===== src/rtl/onn_phase_loader.sv =====
// onn_phase_loader
// ----------------
// Initialisation and convergence controller for the 3x5 ONN neuron array.
// After an accepted start it writes a captured initial-phase pattern into the
// neurons one per cycle, then lets the network oscillate. After each full_tick
// it strobes state_cheak and reads back the neurons' state_changed flags.
// It stops with converged once STABLE_TICKS consecutive checks report no
// change, or with timeout once MAX_TICKS full_ticks have been accepted.
//
// Ports
//   sclk          in   system clock, rising edge
//   re_n          in   asynchronous active-low reset
//   start         in   level; accepted only in IDLE or DONE
//   pattern       in   N*PW initial phases, neuron k = pattern[k*PW +: PW]
//   full_tick     in   one-cycle pulse at the end of an oscillation period
//   state_changed in   N per-neuron phase-changed flags
//   ini_phase     out  PW shared initial-phase bus
//   ren           out  N one-hot per-neuron write enable
//   drop          out  write strobe
//   state_cheak   out  one-cycle check strobe to all neurons
//   busy          out  high in LOAD, RUN, CHECK, SAMPLE
//   converged     out  sticky until next accepted start or reset
//   timeout       out  sticky until next accepted start or reset
//   tick_count    out  TW accepted full_ticks since last start (saturating)
//   dbg_state     out  current FSM state encoding, for observation only
//
// Write interface: a neuron k loads ini_phase on the rising edge where
// ren[k] & drop is high. There is no back-pressure; the neurons must accept
// one write per cycle. ren/drop are only ever high in LOAD.
//
// All outputs come straight from flops; every output value is computed from
// the next state in the combinational process and registered together.

module onn_phase_loader #(
    parameter int N            = 15,
    parameter int PW           = 4,
    parameter int STABLE_TICKS = 4,
    parameter int MAX_TICKS    = 200,
    parameter int TW           = 8
) (
    input  logic            sclk,
    input  logic            re_n,
    input  logic            start,
    input  logic [N*PW-1:0] pattern,
    input  logic            full_tick,
    input  logic [N-1:0]    state_changed,
    output logic [PW-1:0]   ini_phase,
    output logic [N-1:0]    ren,
    output logic            drop,
    output logic            state_cheak,
    output logic            busy,
    output logic            converged,
    output logic            timeout,
    output logic [TW-1:0]   tick_count,
    output logic [2:0]      dbg_state
);

    localparam int IW = (N > 1) ? $clog2(N) : 1;
    localparam int SW = $clog2(STABLE_TICKS + 1);
    localparam logic [N-1:0] REN_LSB = {{(N-1){1'b0}}, 1'b1};

    typedef enum logic [2:0] {
        S_IDLE   = 3'd0,
        S_LOAD   = 3'd1,
        S_RUN    = 3'd2,
        S_CHECK  = 3'd3,
        S_SAMPLE = 3'd4,
        S_DONE   = 3'd5
    } state_t;

    state_t            state, state_nx;
    logic [IW-1:0]     idx, idx_nx, idx_inc;
    logic [SW-1:0]     stable_cnt, stable_nx, stable_inc, stable_new;
    logic [N*PW-1:0]   shadow, shadow_nx;

    logic [PW-1:0]     ini_nx;
    logic [N-1:0]      ren_nx;
    logic              drop_nx, cheak_nx, busy_nx, conv_nx, tmo_nx;
    logic [TW-1:0]     tick_nx;

    assign dbg_state = state;

    // State and output registers
    always_ff @(posedge sclk or negedge re_n) begin
        if (!re_n) begin
            state       <= S_IDLE;
            idx         <= '0;
            stable_cnt  <= '0;
            shadow      <= '0;
            ini_phase   <= '0;
            ren         <= '0;
            drop        <= 1'b0;
            state_cheak <= 1'b0;
            busy        <= 1'b0;
            converged   <= 1'b0;
            timeout     <= 1'b0;
            tick_count  <= '0;
        end else begin
            state       <= state_nx;
            idx         <= idx_nx;
            stable_cnt  <= stable_nx;
            shadow      <= shadow_nx;
            ini_phase   <= ini_nx;
            ren         <= ren_nx;
            drop        <= drop_nx;
            state_cheak <= cheak_nx;
            busy        <= busy_nx;
            converged   <= conv_nx;
            timeout     <= tmo_nx;
            tick_count  <= tick_nx;
        end
    end

    // Next-state and next-output logic
    always_comb begin
        state_nx   = state;
        idx_nx     = idx;
        stable_nx  = stable_cnt;
        shadow_nx  = shadow;
        ini_nx     = '0;
        ren_nx     = '0;
        drop_nx    = 1'b0;
        cheak_nx   = 1'b0;
        conv_nx    = converged;
        tmo_nx     = timeout;
        tick_nx    = tick_count;
        idx_inc    = idx + 1'b1;
        stable_inc = stable_cnt + 1'b1;
        stable_new = '0;

        case (state)
            S_IDLE, S_DONE: begin
                if (start) begin
                    shadow_nx = pattern;
                    conv_nx   = 1'b0;
                    tmo_nx    = 1'b0;
                    tick_nx   = '0;
                    stable_nx = '0;
                    idx_nx    = '0;
                    state_nx  = S_LOAD;
                    // Neuron 0 is presented in the first LOAD cycle, so its
                    // phase comes from the live pattern being captured now.
                    ren_nx    = REN_LSB;
                    drop_nx   = 1'b1;
                    ini_nx    = pattern[PW-1:0];
                end
            end

            S_LOAD: begin
                if (idx == IW'(N - 1)) begin
                    idx_nx   = '0;
                    state_nx = S_RUN;
                end else begin
                    idx_nx  = idx_inc;
                    ren_nx  = REN_LSB << idx_inc;
                    drop_nx = 1'b1;
                    ini_nx  = shadow[idx_inc*PW +: PW];
                end
            end

            S_RUN: begin
                if (full_tick) begin
                    if (tick_count != {TW{1'b1}}) begin
                        tick_nx = tick_count + 1'b1;
                    end
                    cheak_nx = 1'b1;
                    state_nx = S_CHECK;
                end
            end

            S_CHECK: begin
                state_nx = S_SAMPLE;
            end

            S_SAMPLE: begin
                stable_new = (|state_changed) ? '0 : stable_inc;
                stable_nx  = stable_new;
                // Convergence is tested first so it wins a same-cycle tie.
                if (stable_new == SW'(STABLE_TICKS)) begin
                    conv_nx  = 1'b1;
                    state_nx = S_DONE;
                end else if (tick_count >= TW'(MAX_TICKS)) begin
                    tmo_nx   = 1'b1;
                    state_nx = S_DONE;
                end else begin
                    state_nx = S_RUN;
                end
            end

            default: begin
                state_nx = S_IDLE;
            end
        endcase

        busy_nx = (state_nx == S_LOAD) || (state_nx == S_RUN) ||
                  (state_nx == S_CHECK) || (state_nx == S_SAMPLE);
    end

endmodule


===== config.mk =====
export PLATFORM = sky130hd
export DESIGN_NAME = onn_phase_loader
export DESIGN_NICKNAME = d
export VERILOG_FILES = /design/src/rtl/onn_phase_loader.sv
export SDC_FILE = /design/constraint.sdc
export NUM_CORES = 1
export LEC_CHECK = 0
export BUFFER_PORTS_ARGS = -buffer_cell sky130_fd_sc_hd__buf_2
export CAP_MARGIN = 20
export CORE_AREA = 2 2 105 107
export CTS_CLUSTER_DIAMETER = 30
export DETAILED_ROUTE_END_ITERATION = 7
export DIE_AREA = 0 0 107 109
export GPL_ROUTABILITY_DRIVEN = 1
export GPL_TIMING_DRIVEN = 0
export PLACE_DENSITY = 0.68
export SYNTH_ARGS = -nofsm -noshare
export SYNTH_HDL_FRONTEND = slang
export SYNTH_SLANG_ARGS = --single-unit
export TNS_END_PERCENT = 5

===== constraint.sdc =====
create_clock -name sclk -period 3.7 [get_ports sclk]
set_input_delay 0.185 -clock sclk [delete_from_list [all_inputs] [get_ports sclk]]
set_output_delay 0.185 -clock sclk [all_outputs]
set_load 0.005 [all_outputs]

==> results of run 1 <==
-- through the flow --
step                total power [mW]  std cells  instance area (sq um)  setup slack (ps)  utilization [%]
finish                          4.33        772                   5870               600             55.4
global route                    4.68        772                   5870               332             55.4
CTS                             4.37        770                   5850               591             55.2
detailed placement              3.55        736                   5450               614             51.4
global placement                3.48        735                   5420               680             51.1
floorplan                       2.99        482                   4680              1370                -
-- metal layers --
metal	wire [microns]	track usage [%]	share of wire, %	vias up
li1	-	-	-	1883
met1	4910	26.3	44	1802
met2	5580	34.7	50	104
met3	540	2.81	4.8	16
met4	197	7.24	1.8	0
met5	0	0	0	-
-- report_power, final --
group          switching, mW  internal, mW
Clock                  0.385         0.402
Combinational           1.02         0.793
Sequential             0.211          1.52
Total                   1.61          2.72
-- layout by cell type, fill, tap and decap left out, types with 2 or more instances in the layout --
master	count
sky130_fd_sc_hd__a21boi_0	2
sky130_fd_sc_hd__a21oi_1	6
sky130_fd_sc_hd__a22o_1	2
sky130_fd_sc_hd__and2_1	3
sky130_fd_sc_hd__and3_1	12
sky130_fd_sc_hd__and4_1	2
sky130_fd_sc_hd__buf_2	123
sky130_fd_sc_hd__buf_4	5
sky130_fd_sc_hd__bufinv_16	2
sky130_fd_sc_hd__clkbuf_1	11
sky130_fd_sc_hd__clkbuf_8	10
sky130_fd_sc_hd__clkinv_4	2
sky130_fd_sc_hd__dfrtp_1	102
sky130_fd_sc_hd__dlygate4sd3_1	20
sky130_fd_sc_hd__ha_1	8
sky130_fd_sc_hd__inv_1	8
sky130_fd_sc_hd__mux2_2	4
sky130_fd_sc_hd__mux2i_1	4
sky130_fd_sc_hd__mux4_2	12
sky130_fd_sc_hd__nand2_1	198
sky130_fd_sc_hd__nand2b_1	3
sky130_fd_sc_hd__nand3_1	18
sky130_fd_sc_hd__nor2_1	15
sky130_fd_sc_hd__nor2b_1	3
sky130_fd_sc_hd__nor3_1	6
sky130_fd_sc_hd__nor4_1	5
sky130_fd_sc_hd__o211ai_1	8
sky130_fd_sc_hd__o21ai_0	10
sky130_fd_sc_hd__o311ai_0	2
sky130_fd_sc_hd__or3_1	2
sky130_fd_sc_hd__xnor2_1	7
-- cells by family (layout without fill, tap and decap cells) --
| family | Yosys count | after routing | share of synthesized area (%) |
|---|---|---|---|
| XOR/XNOR | 9 | 9 | 1.85 |
| flip-flops | 102 | 102 | 54.6 |
| AND/OR/NAND/NOR | 270 | 270 | 24.5 |
| AO/OA/AOI/OAI | 39 | 39 | 5.89 |
| buffers and inverters | 33 | 183 | 3.26 |
| adder cells (fa/ha/maj) | 9 | 9 | 2.35 |
| multiplexers | 20 | 20 | 7.60 |
-- final timing paths --
path | end | cells after the start
max reg2reg | ini_phase[2] | 11
min reg2reg | shadow[6] | 2
min in group asynchronous | ren[6] | 2
max in group asynchronous | shadow[5] | 3
max | ini_phase[2] | 11
min | shadow[10] | 3
-- Yosys cell counts, drive strengths merged, types with 7 or more instances --
cell / n
inv: 8
o211ai: 8
clkbuf: 10
and3: 12
o21ai: 11
xnor2: 7
nor2: 15
buf: 15
dfrtp: 102
nand3: 18
ha: 8
mux4: 12
nand2: 198
-- area by class of cell --
class	instances	area (sq um)
Multi-Input combinational cell	347	1970
Fill cell	1008	4730
Tap cell	140	175
Sequential cell	102	2550
Clock inverter	5	82.6
Clock buffer	11	141
Buffer	25	123
Inverter	8	30.0
Timing Repair Buffer	134	796
-- critical path, delay by kind of cell, from the launching register on --
family                   cells  cell delay, ps
buffers and inverters        5            1390
AND/OR/NAND/NOR              4             780
AO/OA/AOI/OAI                1             230
flip-flops                   1             410
adder cells (fa/ha/maj)      1             240
-- flip-flops by register name, summed over array words and instances (netlist names) --
| name | count |
|---|---|
| idx | 4 |
| timeout | 1 |
| drop | 1 |
| ini_phase | 4 |
| state_cheak | 1 |
| ren | 15 |
| shadow | 60 |
| converged | 1 |
| dbg_state | 3 |
| tick_count | 8 |
| stable_cnt | 3 |
| busy | 1 |
-- timing repair --
action,CTS,global route
endpoints found under the hold margin,51,2
setup buffers,0,0
hold buffers,18,2
==> results_tabular.tex, run 1 <==
\begin{tabular}{lr}
\hline
Metric & Value \\
\hline
\multicolumn{2}{l}{\textbf{Clocking}} \\
\quad Worst-path clk slew & 100 ps \\
\quad Clock net sink count & 102 \\
\quad Number of buffers on the longest clock path & 2 \\
\quad Clock latency of the later-clocked register in the worst-skew pair & 360 ps \\
\quad TritonCTS clock tree & done \\
\quad CTS H-tree depth & 3 \\
\quad Number of gates given a new drive strength after cts & 0 \\
\quad CTS Root Cell & sky130\_fd\_sc\_hd\_\_clkbuf\_8 \\
\quad Number of CTS-inserted buffers & 9 \\
\multicolumn{2}{l}{\textbf{Die}} \\
\quad Top-level I/O count & 114 \\
\quad Standard cell core area & 10600 sq um \\
\quad DIE HEIGHT & 109 microns \\
\quad Effective utilization at floorplan & 44.1\% \\
\quad Cell row count & 38 \\
\quad Die Outline Area & 11700 sq um \\
\quad Horiz. Die Dim & 107 microns \\
\multicolumn{2}{l}{\textbf{GRT}} \\
\quad Vias in the first global route & 3844 \\
\quad Gr ovfl total & 0 \\
\quad Wire length of the first global-routing pass & 18100 microns \\
\quad Number of antenna violations at the first check in global routing & 0 \\
\quad Global routing usage summed across all routing layers & 20.2\% \\
\quad Pin count of the biggest net entering global routing & 69 \\
\multicolumn{2}{l}{\textbf{Synth}} \\
\quad Mapped Cells & 482 \\
\quad Share of the synthesized area in the top cell type & 54.6\% \\
\quad Warnings, synthesis & 0 \\
\quad Number of nets in the synthesized netlist & 569 \\
\quad Sequential fraction of the synthesis area & 54.6\% \\
\quad Mean instance size in the synthesized netlist & 9.70 sq um \\
\quad Dominant register cell in the synthesized netlist & sky130\_fd\_sc\_hd\_\_dfrtp\_1 \\
\quad Flops \& latches, synth & 102 \\
\quad Post-synthesis async set-or-reset flop share & 100\% \\
\quad Top cell type by total area after synthesis & sky130\_fd\_sc\_hd\_\_dfrtp\_1 \\
\quad Number of distinct library cell variants in the gate-level netlist after synthesis & 42 \\
\quad Synth area leaders & sky130\_fd\_sc\_hd\_\_dfrtp\_1 55\%, sky130\_fd\_sc\_hd\_\_nand2\_1 16\%, sky130\_fd\_sc\_hd\_\_mux4\_2 5.8\%, sky130\_fd\_sc\_hd\_\_ha\_1 2.1\%, sky130\_fd\_sc\_hd\_\_nand3\_1 1.9\% \\
\quad Cell area after synthesis & 4680 sq um \\
\quad Count of flip-flops with a built-in enable after synthesis & 0 \\
\multicolumn{2}{l}{\textbf{Place}} \\
\quad \# port buffers & 113 \\
\quad Routability congestion estimate from global placement & 0.811 \\
\quad Sum of net half-perimeters after detailed placement & 7980 microns \\
\multicolumn{2}{l}{\textbf{Final layout}} \\
\quad Area delta synth->final & 25.5\% \\
\quad Count of inserted antenna diode cells & 0 \\
\quad Net count of the finished layout & 714 \\
\quad Share of layout cells above drive strength 1 & 25.9\% \\
\multicolumn{2}{l}{\textbf{Setup path}} \\
\quad Launch point of the worst path & idx[0] \\
\quad Critical Path Slowest Stage Cell & sky130\_fd\_sc\_hd\_\_dfrtp\_1 \\
\quad Largest stage delay, worst path & 410 ps \\
\quad R2R setup slack & 600 ps \\
\quad RR Startpoint & idx[0] \\
\quad Arrival time worst endpoint & 3400 ps \\
\quad Capturing element type of the critical path & flop \\
\quad Critical Path Source Type & flop \\
\quad Cell repeated most along the worst path & sky130\_fd\_sc\_hd\_\_nand3\_1 \\
\quad Worst path required time & 4000 ps \\
\quad Critical path type & flop to flop \\
\quad Highest fanout seen on the critical path & 10 \\
\quad List of cells traversed by the critical path & buf\_2 -> buf\_2 -> buf\_4 -> inv\_1 -> ha\_1 -> nand3\_1 -> nand3\_1 -> nor2\_1 -> clkbuf\_1 -> o211ai\_1 -> nand3\_1 \\
\multicolumn{2}{l}{\textbf{STA}} \\
\quad Post-layout min period & 3100 ps \\
\quad Max-slew violation count & 0 \\
\quad Post-Route Setup TNS & 0 ps \\
\quad Max Freq & 0.323 GHz \\
\quad Worst Hold Slack & 13.2 ps \\
\quad Count of endpoints failing hold in the final timing report & 0 \\
\quad Clock Skews & 13.2 ps \\
\quad Final count of negative-setup-slack endpoints & 0 \\
\quad Max-slew headroom at the worst pin & 55.6\% \\
\quad Setup repair after global routing missed its margin & no \\
\quad Share of the clock period used by the worst path & 83.8\% \\
\quad Pin slew with the least headroom to its limit & 657 ps \\
\multicolumn{2}{l}{\textbf{Power}} \\
\quad Worst supply voltage drop on vdd & 0.283 mV \\
\quad Standby leakage power & 3.11 nW \\
\quad Power Dens Cells & 737 nW/um\^{}2 \\
\multicolumn{2}{l}{\textbf{Detailed routing}} \\
\quad Initial DRT Pass Iterations & 4 \\
\quad Count of vias placed by the detailed router & 3805 \\
\quad Remaining DRCs & 0 \\
\quad First-iteration detailed-routing DRC count & 161 \\
\quad Wirelength per Cell & 14.5 microns \\
\quad Number of routed nets with antenna violations & 0 \\
\quad Detailed-route vias per instance & 4.93 \\
\quad Total detailed-routing wirelength & 11200 microns \\
\multicolumn{2}{l}{\textbf{Worst hold path}} \\
\quad Hold crit path type & input port to flop \\
\quad Hold Path Origin & pattern[10] \\
\multicolumn{2}{l}{\textbf{Flow run}} \\
\quad Count of maximum capacitance violations & 0 \\
\multicolumn{2}{l}{\textbf{Status}} \\
\quad Run status & complete, no violations \\
\hline
\end{tabular}
Note: power is estimated with default switching activity, not from simulation.
==> inputs of run 2 (changes only) <==
==> constraint.sdc (replaced) <==
create_clock -name sclk -period 3.1 [get_ports sclk]
set_input_delay 0.155 -clock sclk [delete_from_list [all_inputs] [get_ports sclk]]
set_output_delay 0.155 -clock sclk [all_outputs]
set_load 0.005 [all_outputs]
==> run 2 against run 1 <==
Net effect: clock skew decreased by 2.2 ps; core utilization grew 3.2 points; sequential share of layout area fell by 2.3 points; global-route usage is 0.72 points higher; cell count is 4.3% higher; worst setup slack worse by 300 ps; clock-buffer cell count is the same; via count grew 3.7%; flip-flop and latch count unchanged; sequential power grew 20%; highest routed layer unchanged; maximum frequency up 11%; design area is 5.7% higher.
==> results_tabular.tex, run 2 (synthesis gave the netlist of run 1 again) <==
\begin{tabular}{lr}
\hline
Metric & Value \\
\hline
\multicolumn{2}{l}{\textbf{Setup path}} \\
\quad Critical Path Slowest Stage Cell & sky130\_fd\_sc\_hd\_\_dfrtp\_1 \\
\quad Cell repeated most along the worst path & sky130\_fd\_sc\_hd\_\_nand3\_1 \\
\quad Highest fanout seen on the critical path & 10 (unchanged) \\
\quad Critical path type & flop to flop \\
\quad Worst path required time & 3400 ps (-600 ps) \\
\quad Setup crit end & ini\_phase[2] \\
\quad R2R setup slack & 300 ps (-300 ps) \\
\quad Total number of cells along the worst setup path & 11 (unchanged) \\
\quad R2r worst-path depth & 11 (unchanged) \\
\quad Launch point of the worst path & idx[0] \\
\quad Capturing element type of the critical path & flop \\
\quad Capture instance of the worst register-to-register path & ini\_phase[2] \\
\quad WP buf/inv & 5 (unchanged) \\
\quad RR Startpoint & idx[0] \\
\quad Arrival time worst endpoint & 3100 ps (-300 ps) \\
\quad Largest stage delay, worst path & 410 ps (about the same) \\
\quad Critical Path Source Type & flop \\
\quad List of cells traversed by the critical path & buf\_2 -> clkbuf\_4 -> buf\_4 -> inv\_1 -> ha\_1 -> nand3\_1 -> nand3\_1 -> nor2\_1 -> clkbuf\_2 -> o211ai\_1 -> nand3\_1 \\
\quad Family with the most delay on the worst path & buffers and inverters \\
\multicolumn{2}{l}{\textbf{Final layout}} \\
\quad Area of all placed cells without fillers & 6210 sq um (+5.7\%) \\
\quad Number of flip-flops under the largest register name & 60 (unchanged) \\
\quad Count of placed standard cells in the final layout, fillers left out & 805 (+4.3\%) \\
\quad Commonest non-fill, non-tap cell in the layout & sky130\_fd\_sc\_hd\_\_nand2\_1 \\
\quad Count of inserted antenna diode cells & 0 (unchanged) \\
\quad Leading cell types in the layout, fill and taps excluded & 198 x sky130\_fd\_sc\_hd\_\_nand2\_1, 122 x sky130\_fd\_sc\_hd\_\_buf\_2, 102 x sky130\_fd\_sc\_hd\_\_dfrtp\_1, 53 x sky130\_fd\_sc\_hd\_\_dlygate4sd3\_1, 18 x sky130\_fd\_sc\_hd\_\_nand3\_1 \\
\quad Registers with the most flip-flops & shadow x60, ren x15, tick\_count x8 \\
\quad Largest register by flop count & shadow \\
\quad Area delta synth->final & 32.7\% \\
\quad Share of layout cells above drive strength 1 & 24.8\% (-1.1 points) \\
\quad Net count of the finished layout & 747 (+4.6\%) \\
\multicolumn{2}{l}{\textbf{Die}} \\
\quad Horiz. Die Dim & 107 microns (unchanged) \\
\quad Die Outline Area & 11700 sq um (unchanged) \\
\quad Top-level I/O count & 114 (unchanged) \\
\quad Effective utilization at floorplan & 44.1\% (unchanged) \\
\quad DIE HEIGHT & 109 microns (unchanged) \\
\quad Standard cell core area & 10600 sq um (unchanged) \\
\quad Cell row count & 38 (unchanged) \\
\multicolumn{2}{l}{\textbf{GRT}} \\
\quad Gr ovfl total & 0 (unchanged) \\
\quad Global routing usage summed across all routing layers & 20.9\% (+0.72 points) \\
\quad Vias in the first global route & 4040 (+5.1\%) \\
\quad Number of antenna violations at the first check in global routing & 0 (unchanged) \\
\quad Wire length of the first global-routing pass & 18900 microns (+4.0\%) \\
\quad Pin count of the biggest net entering global routing & 69 (unchanged) \\
\multicolumn{2}{l}{\textbf{STA}} \\
\quad Share of the clock period used by the worst path & 90.3\% (+6.5 points) \\
\quad Max Freq & 0.357 GHz (+11\%) \\
\quad Post-layout min period & 2800 ps (-301 ps) \\
\quad Setup repair after global routing missed its margin & no \\
\quad Post-Route Setup TNS & 0 ps (unchanged) \\
\quad Max-slew violation count & 0 (unchanged) \\
\quad Clock Skews & 11.0 ps (-2.24 ps) \\
\quad Pin slew with the least headroom to its limit & 660 ps (+3.21 ps) \\
\quad Max-slew headroom at the worst pin & 55.4\% (-0.22 points) \\
\quad Count of endpoints failing hold in the final timing report & 0 (unchanged) \\
\quad Final count of negative-setup-slack endpoints & 0 (unchanged) \\
\multicolumn{2}{l}{\textbf{Power}} \\
\quad Standby leakage power & 3.25 nW (+4.6\%) \\
\quad Worst supply voltage drop on vdd & 0.342 mV (+21\%) \\
\quad Sum of internal, switching and leakage power & 5.20 mW (+20\%) \\
\quad Power Dens Cells & 839 nW/um\^{}2 (+14\%) \\
\multicolumn{2}{l}{\textbf{Clocking}} \\
\quad Clock net sink count & 102 (unchanged) \\
\quad Number of CTS-inserted buffers & 9 (unchanged) \\
\quad TritonCTS clock tree & done \\
\quad Clock latency of the later-clocked register in the worst-skew pair & 360 ps (about the same) \\
\quad CTS Root Cell & sky130\_fd\_sc\_hd\_\_clkbuf\_8 \\
\quad Number of buffers on the longest clock path & 2 (unchanged) \\
\quad Worst-path clk slew & 100 ps (about the same) \\
\quad CTS H-tree depth & 3 (unchanged) \\
\multicolumn{2}{l}{\textbf{Worst hold path}} \\
\quad Hold crit path type & input port to flop \\
\multicolumn{2}{l}{\textbf{Detailed routing}} \\
\quad Number of routed nets with antenna violations & 0 (unchanged) \\
\quad Initial DRT Pass Iterations & 5 (+1) \\
\quad First-iteration detailed-routing DRC count & 162 (+0.62\%) \\
\quad Total detailed-routing wirelength & 11600 microns (+3.0\%) \\
\quad Count of vias placed by the detailed router & 3944 (+3.7\%) \\
\quad Remaining DRCs & 0 (unchanged) \\
\quad Detailed-route vias per instance & 4.90 (-0.60\%) \\
\quad Wirelength per Cell & 14.4 microns (-1.2\%) \\
\multicolumn{2}{l}{\textbf{Flow run}} \\
\quad Count of maximum capacitance violations & 0 (unchanged) \\
\multicolumn{2}{l}{\textbf{Status}} \\
\quad Run status & complete, no violations \\
\multicolumn{2}{l}{\textbf{Place}} \\
\quad Cell count after placement & 736 (unchanged) \\
\quad Placed inst area & 5450 sq um (unchanged) \\
\quad \# port buffers & 113 (unchanged) \\
\quad Routability congestion estimate from global placement & 0.811 (unchanged) \\
\quad Sum of net half-perimeters after detailed placement & 7980 microns (unchanged) \\
\hline
\end{tabular}
-- run 2: cell types whose count changed in the layout (fill, tap and decap cells not counted) --
cell,delta
sky130_fd_sc_hd__buf_2,-1
sky130_fd_sc_hd__clkbuf_1,-1
sky130_fd_sc_hd__clkbuf_2,+1
sky130_fd_sc_hd__clkbuf_4,+1
sky130_fd_sc_hd__dlygate4sd3_1,+33
-- run 2: repair_timing --
item / CTS / global route
hold buffers: 53 / 0
endpoints found under the setup margin: 1 / 2
gates resized for setup: 1 / 1
setup buffers: 0 / 0
hold endpoints to repair: 86 / 0
-- run 2: worst min-delay path: stages --
cell and delay (ps):
sky130_fd_sc_hd__buf_2 90, sky130_fd_sc_hd__nand2_1 40, sky130_fd_sc_hd__nand2_1 60
-- run 2: worst min path at each step --
stage / from / to / slack [ps] / cells past startpoint
floorplan: re_n / busy / -140 / 0
global placement: pattern[45] / shadow[45] / 350 / 3
detailed placement: re_n / ren[6] / 140 / 1
CTS: pattern[4] / shadow[4] / 2 / 3
global route: pattern[20] / shadow[20] / 10 / 3
finish: pattern[5] / shadow[5] / 20 / 3
-- run 2: power breakdown --
group	total (mW)	leakage (nW)	internal, mW	switching, mW
clock network	0.936	0.113	0.479	0.457
registers	2.07	1.31	1.82	0.251
logic	2.20	1.82	0.978	1.22
-- run 2: area by class of cell --
cell class | count | area [sq um]
inverters | 8 | 30.0
plain buffers | 25 | 126
flip-flops and latches | 102 | 2550
repair buffers | 167 | 1130
well taps | 140 | 175
multi-input cells | 347 | 1970
fillers | 964 | 4400
clock inverters | 5 | 82.6
clock buffers | 11 | 141
-- run 2: routing by layer --
layer	share of wire [%]	global-route usage, %
met2	51	36.6
met1	43	26.6
met4	1.9	7.61
met5	0	0
met3	4.1	2.87
-- run 2: per-stage QoR --
stage                     util [%]  setup slack [ps]  hold WS, ps
final                         58.5               300         21.7
after global routing          58.5              43.6         10.7
after CTS                     58.5               193         2.48
after detailed placement      51.4              13.7          140
after global placement        51.1              80.2          347
after floorplan                  -               774         -141
==> inputs of run 3 (changes only) <==
--- a/config.mk
+++ b/config.mk
@@ -13,7 +13,7 @@
 export DIE_AREA = 0 0 107 109
 export GPL_ROUTABILITY_DRIVEN = 1
 export GPL_TIMING_DRIVEN = 0
-export PLACE_DENSITY = 0.68
+export PLACE_DENSITY = 0.7
 export SYNTH_ARGS = -nofsm -noshare
 export SYNTH_HDL_FRONTEND = slang
 export SYNTH_SLANG_ARGS = --single-unit
==> run 3 against run 2 <==
Net effect: worst hold slack got worse by 6.3 ps; non-clock buffer count rose by 3; global-route usage is 0.087 points lower; clock skew down 3.2 ps; worst setup slack gained 15 ps; combinational power hardly changed; critical path depth stayed put; critical path type unchanged; largest cell class unchanged; largest power group unchanged.
==> results_tabular.tex, run 3 (synthesis gave the netlist of run 1 again) <==
\begin{tabular}{lr}
\hline
Metric & Value \\
\hline
\multicolumn{2}{l}{\textbf{Status}} \\
\quad Run status & complete, no violations \\
\multicolumn{2}{l}{\textbf{Power}} \\
\quad Sw frac & 36.6\% (-0.49 points) \\
\quad Worst supply voltage drop on vdd & 0.309 mV (-9.7\%) \\
\quad Comb pwr share & 41.8\% (-0.5 points) \\
\quad Sequential cell fraction of total power & 39.3\% (-0.4 points) \\
\quad Clock power frac & 18.9\% (+0.9 points) \\
\quad Sum of internal, switching and leakage power & 5.29 mW (+1.7\%) \\
\quad Internal power of the cells & 3.35 mW (+2.5\%) \\
\quad Standby leakage power & 3.27 nW (+0.78\%) \\
\quad Net load switching power & 1.94 mW (+0.31\%) \\
\quad Power Dens Cells & 845 nW/um\^{}2 (+0.81\%) \\
\multicolumn{2}{l}{\textbf{STA}} \\
\quad Count of endpoints failing hold in the final timing report & 0 (unchanged) \\
\quad Setup repair after global routing missed its margin & no \\
\quad Final count of negative-setup-slack endpoints & 0 (unchanged) \\
\quad Worst Hold Slack & 15.3 ps (-6.31 ps) \\
\quad Max-slew headroom at the worst pin & 55.4\% (about the same) \\
\quad Share of the clock period used by the worst path & 89.8\% (-0.50 points) \\
\quad Max-slew violation count & 0 (unchanged) \\
\quad Clock Skews & 7.77 ps (-3.19 ps) \\
\quad Post-Route Setup TNS & 0 ps (unchanged) \\
\quad Max Freq & 0.359 GHz (+0.55\%) \\
\quad Post-layout min period & 2780 ps (-15.4 ps) \\
\quad Pin slew with the least headroom to its limit & 661 ps (+0.522 ps) \\
\multicolumn{2}{l}{\textbf{Setup path}} \\
\quad Critical path type & flop to flop \\
\quad Launch point of the worst path & idx[0] \\
\quad Highest fanout seen on the critical path & 10 (unchanged) \\
\quad Worst path required time & 3400 ps (about the same) \\
\quad Capturing element type of the critical path & flop \\
\quad Capture instance of the worst register-to-register path & ini\_phase[2] \\
\quad R2r worst-path depth & 11 (unchanged) \\
\quad Setup crit end & ini\_phase[2] \\
\quad Arrival time worst endpoint & 3090 ps (about the same) \\
\quad R2R setup slack & 320 ps (+20 ps) \\
\quad Critical Path Source Type & flop \\
\quad RR Startpoint & idx[0] \\
\multicolumn{2}{l}{\textbf{Clocking}} \\
\quad TritonCTS clock tree & done \\
\quad Clock latency of the later-clocked register in the worst-skew pair & 360 ps (about the same) \\
\quad CTS Root Cell & sky130\_fd\_sc\_hd\_\_clkbuf\_8 \\
\quad Worst-path clk slew & 100 ps (about the same) \\
\quad Number of CTS-inserted buffers & 9 (unchanged) \\
\quad Post-CTS setup repair buffer count & 0 (unchanged) \\
\quad CTS H-tree depth & 3 (unchanged) \\
\quad Clock net sink count & 102 (unchanged) \\
\quad Number of buffers on the longest clock path & 2 (unchanged) \\
\multicolumn{2}{l}{\textbf{Detailed routing}} \\
\quad First-iteration detailed-routing DRC count & 263 (+62\%) \\
\quad Total detailed-routing wirelength & 11700 microns (+0.86\%) \\
\quad Remaining DRCs & 0 (unchanged) \\
\quad Number of routed nets with antenna violations & 0 (unchanged) \\
\quad Wirelength per Cell & 14.4 microns (+0.49\%) \\
\quad Initial DRT Pass Iterations & 5 (unchanged) \\
\quad Count of vias placed by the detailed router & 4049 (+2.7\%) \\
\quad Detailed-route vias per instance & 5.01 (+2.3\%) \\
\multicolumn{2}{l}{\textbf{GRT}} \\
\quad Wire length of the first global-routing pass & 18500 microns (-1.7\%) \\
\quad Pin count of the biggest net entering global routing & 64 (-7.2\%) \\
\quad Global routing usage summed across all routing layers & 20.8\% (-0.087 points) \\
\quad Vias in the first global route & 4016 (-0.59\%) \\
\quad Number of antenna violations at the first check in global routing & 0 (unchanged) \\
\quad Gr ovfl total & 0 (unchanged) \\
\multicolumn{2}{l}{\textbf{Final layout}} \\
\quad Registers with the most flip-flops & shadow x60, ren x15, tick\_count x8 \\
\quad Count of inserted antenna diode cells & 0 (unchanged) \\
\quad Final design utilization & 59.0\% (+0.50 points) \\
\quad Commonest non-fill, non-tap cell in the layout & sky130\_fd\_sc\_hd\_\_nand2\_1 \\
\quad Area delta synth->final & 33.8\% \\
\quad Share of layout cells above drive strength 1 & 24.9\% (+0.038 points) \\
\quad Area of all placed cells without fillers & 6260 sq um (+0.85\%) \\
\quad Leading cell types in the layout, fill and taps excluded & 198 x sky130\_fd\_sc\_hd\_\_nand2\_1, 122 x sky130\_fd\_sc\_hd\_\_buf\_2, 102 x sky130\_fd\_sc\_hd\_\_dfrtp\_1, 56 x sky130\_fd\_sc\_hd\_\_dlygate4sd3\_1, 18 x sky130\_fd\_sc\_hd\_\_nand3\_1 \\
\quad Number of flip-flops under the largest register name & 60 (unchanged) \\
\quad Net count of the finished layout & 750 (+0.40\%) \\
\quad Largest register by flop count & shadow \\
\multicolumn{2}{l}{\textbf{Place}} \\
\quad Placed inst area & 5450 sq um (unchanged) \\
\quad Sum of net half-perimeters after detailed placement & 7960 microns (-0.31\%) \\
\quad Routability congestion estimate from global placement & 0.830 (+2.3\%) \\
\quad \# port buffers & 113 (unchanged) \\
\multicolumn{2}{l}{\textbf{Die}} \\
\quad Standard cell core area & 10600 sq um (unchanged) \\
\quad Die Outline Area & 11700 sq um (unchanged) \\
\quad Top-level I/O count & 114 (unchanged) \\
\quad DIE HEIGHT & 109 microns (unchanged) \\
\quad Cell row count & 38 (unchanged) \\
\quad Horiz. Die Dim & 107 microns (unchanged) \\
\quad Effective utilization at floorplan & 44.1\% (unchanged) \\
\multicolumn{2}{l}{\textbf{Worst hold path}} \\
\quad Hold crit path type & input port to flop \\
\quad Hold depth & 3 (unchanged) \\
\multicolumn{2}{l}{\textbf{Flow run}} \\
\quad Count of maximum capacitance violations & 0 (unchanged) \\
\hline
\end{tabular}
## run 3: cell types whose count changed in the layout (fill, tap and decap cells not counted), sizes merged
cell	before	now
clkbuf	22	21
bufinv	2	3
dlygate4sd3	53	56
## run 3: metal layers
layer | GRT usage, % | vias up | share of wire, %
met1 | 26.9 | 1927 | 44
li1 | - | 1955 | -
met2 | 35.4 | 140 | 49
met5 | 0 | - | 0
met3 | 2.33 | 27 | 4.6
met4 | 10.0 | 0 | 2.6
## run 3: repair_timing
item / in CTS / in global routing
gates resized for setup: 0 / 3
hold buffers: 56 / 0
setup endpoints to repair: 0 / 9
endpoints found under the hold margin: 94 / 0
## run 3: worst min path at each step
stage / startpoint / slack, ps / endpoint
after detailed placement: re_n / 170 / ren[10]
after CTS: pattern[3] / 4 / shadow[3]
after floorplan: re_n / -140 / busy
after global routing: pattern[5] / 10 / shadow[5]
after global placement: pattern[43] / 350 / shadow[43]
final: pattern[3] / 20 / shadow[3]
## run 3: critical path, cell delays in order (launching register included)
cell and delay, ps:
sky130_fd_sc_hd__dfrtp_1 400, sky130_fd_sc_hd__buf_2 250, sky130_fd_sc_hd__clkbuf_4 320, sky130_fd_sc_hd__buf_4 230, sky130_fd_sc_hd__inv_1 80, sky130_fd_sc_hd__ha_1 240
sky130_fd_sc_hd__nand3_1 140, sky130_fd_sc_hd__nand3_1 280, sky130_fd_sc_hd__nor2_1 210, sky130_fd_sc_hd__clkbuf_2 260, sky130_fd_sc_hd__o211ai_1 180, sky130_fd_sc_hd__nand3_1 130
## run 3: stage by stage
stage	std cells	worst slack [ps]
CTS	808	21.3
global placement	735	97.4
floorplan	482	774
finish	808	316
detailed placement	736	46.6
global route	808	50.1
## run 3: power by group through the flow
stage               combinational, mW  clock [mW]  sequential [mW]
floorplan                        1.53           0             2.03
global placement                 2.09           0             2.07
detailed placement               2.14           0             2.09
CTS                              2.21        1.02             2.08
global route                     2.49        1.07             2.13
finish                           2.21       0.998             2.08
## run 3: area by class of cell
type	instances	area, sq um
sequential	102	2550
buffer	25	126
clock inverter	6	109
clock buffer	10	138
timing repair buffer	170	1160
tap	140	175
multi-input combinational	347	1970
inverter	8	30.0
fill	911	4340
